### src/rtl/mac_pkg.sv
// Shared types and width helpers for the MAC operand feeder.
package mac_pkg;

  // Feeder sequencing: clear the MAC, stream VEC_LEN products, capture, hand off.
  typedef enum logic [2:0] {
    IDLE,
    CLEAR,
    ACCUM,
    DRAIN,
    DONE
  } state_e;

  // Accumulator holds three operand widths so long dot products wrap predictably.
  localparam int unsigned ACC_FACTOR = 3;

  function automatic int unsigned acc_width(input int unsigned data_width);
    return ACC_FACTOR * data_width;
  endfunction

endpackage

### src/rtl/mac_feeder.sv
// Initiator side of the MAC operand/accumulate interface: pairs A and B operands,
// drives one MAC lane for VEC_LEN products and returns the accumulated dot product.
module mac_feeder
  import mac_pkg::*;
#(
  parameter int unsigned DATA_WIDTH = 8,
  parameter int unsigned VEC_LEN    = 8,
  localparam int unsigned ACC_WIDTH = acc_width(DATA_WIDTH)
) (
  input  logic                  clk,
  input  logic                  rst_n,
  input  logic                  start,
  output logic                  busy,
  input  logic                  a_valid,
  output logic                  a_ready,
  input  logic [DATA_WIDTH-1:0] a_data,
  input  logic                  b_valid,
  output logic                  b_ready,
  input  logic [DATA_WIDTH-1:0] b_data,
  output logic                  mac_en,
  output logic                  mac_clr,
  output logic [DATA_WIDTH-1:0] mac_ain,
  output logic [DATA_WIDTH-1:0] mac_bin,
  input  logic [ACC_WIDTH-1:0]  mac_cout,
  output logic                  res_valid,
  input  logic                  res_ready,
  output logic [ACC_WIDTH-1:0]  res_data
);

  localparam int unsigned CNT_WIDTH = $clog2(VEC_LEN + 1);
  localparam logic [CNT_WIDTH-1:0] LAST = CNT_WIDTH'(VEC_LEN - 1);

  state_e               state;
  logic [CNT_WIDTH-1:0] count;
  logic                 in_accum;
  logic                 fire;

  // A and B only ever move together; a lone valid is never acknowledged.
  always_comb begin
    in_accum = (state == ACCUM);
    fire     = in_accum & a_valid & b_valid;
    a_ready  = fire;
    b_ready  = fire;
    mac_en   = fire;
    mac_clr  = (state == CLEAR);
    busy     = (state != IDLE);
    mac_ain  = in_accum ? a_data : '0;
    mac_bin  = in_accum ? b_data : '0;
  end

  // Sequencer, product counter and result register.
  always_ff @(posedge clk or negedge rst_n) begin
    if (!rst_n) begin
      state     <= IDLE;
      count     <= '0;
      res_valid <= 1'b0;
      res_data  <= '0;
    end else begin
      case (state)
        IDLE: begin
          if (start) state <= CLEAR;
        end
        CLEAR: begin
          count <= '0;
          state <= ACCUM;
        end
        ACCUM: begin
          if (fire) begin
            count <= count + 1'b1;
            if (count == LAST) state <= DRAIN;
          end
        end
        DRAIN: begin
          // mac_cout already includes the last product enabled in ACCUM.
          res_data  <= mac_cout;
          res_valid <= 1'b1;
          state     <= DONE;
        end
        DONE: begin
          if (res_ready) begin
            res_valid <= 1'b0;
            state     <= IDLE;
          end
        end
        default: state <= IDLE;
      endcase
    end
  end

endmodule

### config.mk
export PLATFORM = sky130hd
export DESIGN_NAME = mac_feeder
export DESIGN_NICKNAME = d
export VERILOG_FILES = /design/src/rtl/mac_pkg.sv /design/src/rtl/mac_feeder.sv
export SDC_FILE = /design/constraint.sdc
export NUM_CORES = 1
export LEC_CHECK = 0
export ABC_CLOCK_PERIOD_IN_PS = 1600
export BUFFER_PORTS_ARGS = -buffer_cell sky130_fd_sc_hd__buf_2
export CAP_MARGIN = 20
export CORE_ASPECT_RATIO = 0.7
export CORE_UTILIZATION = 40
export DETAILED_ROUTE_END_ITERATION = 16
export PLACE_DENSITY_LB_ADDON = 0.05
export SYNTH_ARGS = -nofsm -noshare
export SYNTH_HDL_FRONTEND = slang
export SYNTH_SLANG_ARGS = --single-unit
### constraint.sdc
create_clock -name clk -period 1.6 [get_ports clk]
set_input_delay 0.16 -clock clk [delete_from_list [all_inputs] [get_ports clk]]
set_output_delay 0.16 -clock clk [all_outputs]
set_load 0.05 [all_outputs]
# Word level (Yosys, flattened, before mapping)
# Cells that the tools add are included.
totals:
  inputBits: 46
  latch_bits: 0
  out_inout_bits: 46
  memories: 0
  rom_bits: 0
  wordCells: 34
  regBits: 32
  ram_bits: 0
op_classes:
  n_mux: 11
  div_mod_pow: 0
  n_bitwise: 2
  shift: 0
  multipliers: 0
  addsub: 1
  reduce_logical: 7
  n_lt_le_gt_ge: 0
  eq_ne: 9
op_table:
  columns: ["cell", "count"]
  rows:
  - ["$mux 8", 2]
  - ["$pmux 3 s5", 1]
  - ["$mux 3", 4]
  - ["$pmux 4 s2", 1]
  - ["$eq 3x2->1 const B", 2]
  - ["$ne 2x2->1 const B", 3]
  - ["$add 4x1->4 const B", 1]
  - ["$eq 4x3->1 const B", 1]
  - ["$mux 4", 1]
  - ["$reduce_and 2->1", 2]
  - ["$reduce_and 4->1", 1]
  - ["$reduce_bool 2->1", 2]
  - ["$eq 3x1->1 const B", 1]
  - ["$eq 3x3->1 const B", 1]
  - ["$logic_not 3->1", 1]
  - ["$reduce_bool 3->1", 1]
  - ["$and 1x1->1", 2]
  - ["$ne 2x1->1 const B", 1]
  - ["$pmux 1 s2", 1]
  - ["$mux 1", 1]

# Logic depth before layout (Yosys ltp)
logic_depth:
  depth_word: 5
  ltp_mapped: 5

# Least setup slack after synthesis
# No wires, ideal clock.
synth_timing:
  path_kind: "reg2out"
  from: "reg state[2]"
  to: "out b_ready"
  arrival_ns: 1.426
  path_stages_with_launch: 5
  required_ns: 1.440
  n_path_buf: 2
  setup_slack_ns: 0.014
  path_cell_list: "dfrtp_1 -> buf_6 -> or3b_4 -> nor2_8 -> buf_4"
synth_via:
  elab_chain_len: 3
synth_lines:
  columns: ["item", "line", "text"]
  rows:
  - ["start: declaration", "mac_feeder.sv:33", "state_e state;"]
  - ["start signal: assignment", "mac_feeder.sv:54", "state <= IDLE;"]
  - ["start signal: assignment", "mac_feeder.sv:61", "if (start) state <= CLEAR;"]
  - ["start signal: assignment", "mac_feeder.sv:65", "state <= ACCUM;"]
  - ["$eq 3x2->1", "mac_feeder.sv:40", "in_accum = (state == ACCUM);"]
  - ["$and 1x1->1 (2 in a row)", "mac_feeder.sv:41", "fire = in_accum & a_valid & b_valid;"]
  - ["end: declaration", "mac_feeder.sv:18", "output logic b_ready,"]
# No other way between the ends.

# Worst setup path in the final report
layout_timing:
  from: "reg state[0]"
  to: "out mac_en"
layout_via:
  elab_chain_len: 3
layout_lines:
  columns: ["item", "line", "text"]
  rows:
  - ["$eq 3x2->1", "mac_feeder.sv:40", null]
  - ["$and 1x1->1 (2 in a row)", "mac_feeder.sv:41", null]
  - ["end: declaration", "mac_feeder.sv:20", "output logic mac_en,"]
# No other way between the ends.

==> flow_summary.toml <==
[finish]
finalNetCount = 263
area_growth_pct = 60.87
seq_area_sq_um = 804.5
stdcell_count = 267
layout-drive-gt1-share = 0.7143
fill_cells = 270
diodes = 0
multi_input_area_sq_um = 636.9

[synth]
synth.avg_cell_area_sq_um = 13.07
yosysWarnings = 0
synth_nets = 161
synth_ff_type = "dfrtp_1"
synth_edf_count = 0
postSynthCellCount = 114
syn_area_sq_um = 1490
ys_types = 26
async_flop_share = 1.000
yosysSeqAreaShare = 0.5374
ys_ff_latch = 32

[power_and_ir_drop]
p_leak_nw = 1.227
p_switching_mw = 2.953
p_seq_frac = 0.240
comb_power_share = 0.636
p_int_mw = 3.063
p_sw_frac = 0.4909
p_clk_frac = 0.124
ir_drop_v = 0.001739
power_density_nw_per_um2 = 2510

[flow_run]
drv_cap = 0

[cts]
cts_tree = "yes"
cts_num_sinks = 32
numCtsBuffers = 5
cts_root_buf = "clkbuf_8"
clk_pin_slew_ns = 0.06
cts.htree.levels = 2
worstSkewPairLatency_ns = 0.28
clk_path_buf_depth = 2

[detailed_routing]
drtIter0Drc = 16
first_pass_iters = 9
avgRoutedWirePerCell_um = 13.88
antenna_left = 0
drc = 1
wl_mm = 3.706
drt-vias-per-instance = 4.697
vias = 1254

[timing]
setup_ws_ns = -0.06799
fin_crit_ns = 1.668
clock.fmax_mhz = 599.5
setup_viol = 4
hold_violations = 0
maxSlewViolCount = 0
hold_slack_ns = 0.09043
slew_headroom = 0.5347
tightest_slew_ns = 0.6980
fin_worst_skew_ns = 0.002818
rsz0062_at_grt = "true"
post-route-period-util = 1.042

[outcome]
violations = "design-rule violations, negative setup slack"
run_status = "finished, violations left"

[setup_path]
startpoint_type = "flip-flop"
cp-end-kind = "output pin"
cp.required_ns = 1.44
crit_path_start = "state[0]"
worstPathMaxFanout = 6
crit_type = "reg2out"
reg2reg_from = "state[0]"
cp.arrival_ns = 1.51

[placement]
port-buffer-count = 91
gp_congestion = 0.7977
dp.final_hpwl_mm = 2.512
dp_cells = 249

[grt]
grt-ovfl-total = 0
grt_pass1_vias = 1115
antenna_found_initial = 0
grt_pass1_wl_mm = 5.112
grt.total_usage = 0.1847
grt_max_degree = 33

[hold_path]
hp-start = "mac_cout[22]"
hold_path_class = "in2reg"

[floorplanning]
die_width_um = 74.95
die-height_um = 53.07
die_area_sq_um = 3977
core_area_sq_um = 3536
initial_core_util = 0.4214
rows = 18
pin_count = 92
==> metrics by stage <==
step	setup WS (ns)	TNS (ns)	area, sq um	util	total power, mW
2_1_floorplan	0.01357	0	1490	-	3.993
5_1_grt	-0.09988	-1.067	2397	0.6780	6.290
6_report	-0.06799	-0.2155	2397	0.6780	6.016
4_1_cts	-0.06149	-0.2128	2273	0.6430	5.787
3_3_place_gp	0.09118	0	1956	0.5531	4.578
3_5_place_dp	0.03805	0	1956	0.5531	4.641
==> registers in the layout, indices dropped and copies added, names as in the netlist <==
register	flops
res_valid	1
state	3
count	4
res_data	24
==> cells in the final DEF, fill, tap and decap left out, types with 2 or more instances in the layout <==
master     n
mux2i_1    3
nand3_1    2
and2_4    15
clkbuf_8   5
dfrtp_1   29
a21oi_1    2
buf_2     70
buf_8     19
nand2_1    7
buf_4      9
inv_1      4
dfrtp_2    3
buf_6      3
o31ai_1    2
mux2_2    23
==> per-layer routing <==
layer / vias up / GRT usage / wire length (um)
met5: - / 0 / 0
met4: 0 / 0.08491 / 37
met1: 599 / 0.1911 / 1409
met2: 62 / 0.3393 / 1905
li1: 585 / - / -
met3: 8 / 0.06095 / 354
==> power by group through the flow <==
| stage | registers, mW | logic (mW) | clock network, mW |
|---|---|---|---|
| after floorplan | 2.54 | 1.46 | 0 |
| after global placement | 1.43 | 3.15 | 0 |
| after detailed placement | 1.45 | 3.19 | 0 |
| after CTS | 1.44 | 3.58 | 0.768 |
| after global routing | 1.49 | 3.99 | 0.809 |
| final | 1.44 | 3.82 | 0.748 |
==> worst max-delay path, cell delays in order, from the launching register on <==
cell and delay [ns]:
dfrtp_2 0.45, or3b_4 0.45, nor2_8 0.16, buf_8 0.16
==> layout make-up <==
| class | instances | share of cell area |
|---|---|---|
| clock inverters | 2 | 0.01461 |
| inverters | 4 | 0.006263 |
| clock buffers | 6 | 0.03027 |
| multi-input cells | 69 | 0.2657 |
| well taps | 50 | 0.02610 |
| repair buffers | 104 | 0.3215 |
| flip-flops and latches | 32 | 0.3356 |
==> synthesized netlist by cell type, types with 2 or more instances <==
master / number / area, sq um
buf_6: 4 / 45.04
o31ai_1: 2 / 15.01
mux2_2: 23 / 259.0
nand2_1: 7 / 26.28
clkbuf_1: 2 / 7.510
and2_1: 16 / 100.1
inv_1: 4 / 15.01
mux2i_1: 3 / 30.03
buf_4: 3 / 22.52
dfrtp_1: 32 / 800.8
a21oi_1: 2 / 10.01
nand3_1: 2 / 10.01
==> cells by family after synthesis <==
logic type	share of synthesized area
AND/OR/NAND/NOR	0.1637
flip-flops	0.5374
multiplexers	0.2015
buffers and inverters	0.06045
AO/OA/AOI/OAI	0.02855
adder cells (fa/ha/maj)	0.008395
==> worst paths after layout <==
path,to,slack [ns],cells past startpoint
worst max-delay path,mac_en,-0.07,3
worst min register to register,res_data[22],0.49,1
max in group asynchronous,state[0],0.65,2
worst min-delay path,res_data[22],0.09,2
worst max register to register,res_data[11],0.05,4
min in group asynchronous,res_data[5],0.46,2
==> repair_timing <==
action | 4_1_cts | 5_1_grt
setup buffers | 9 | 0
pin swaps | 3 | 1
gates resized for setup | 42 | 38
hold buffers | 1 | 0
setup endpoints to repair | 21 | 23
endpoints found under the hold margin | 32 | 0
Power figures use the tool's default switching activity.
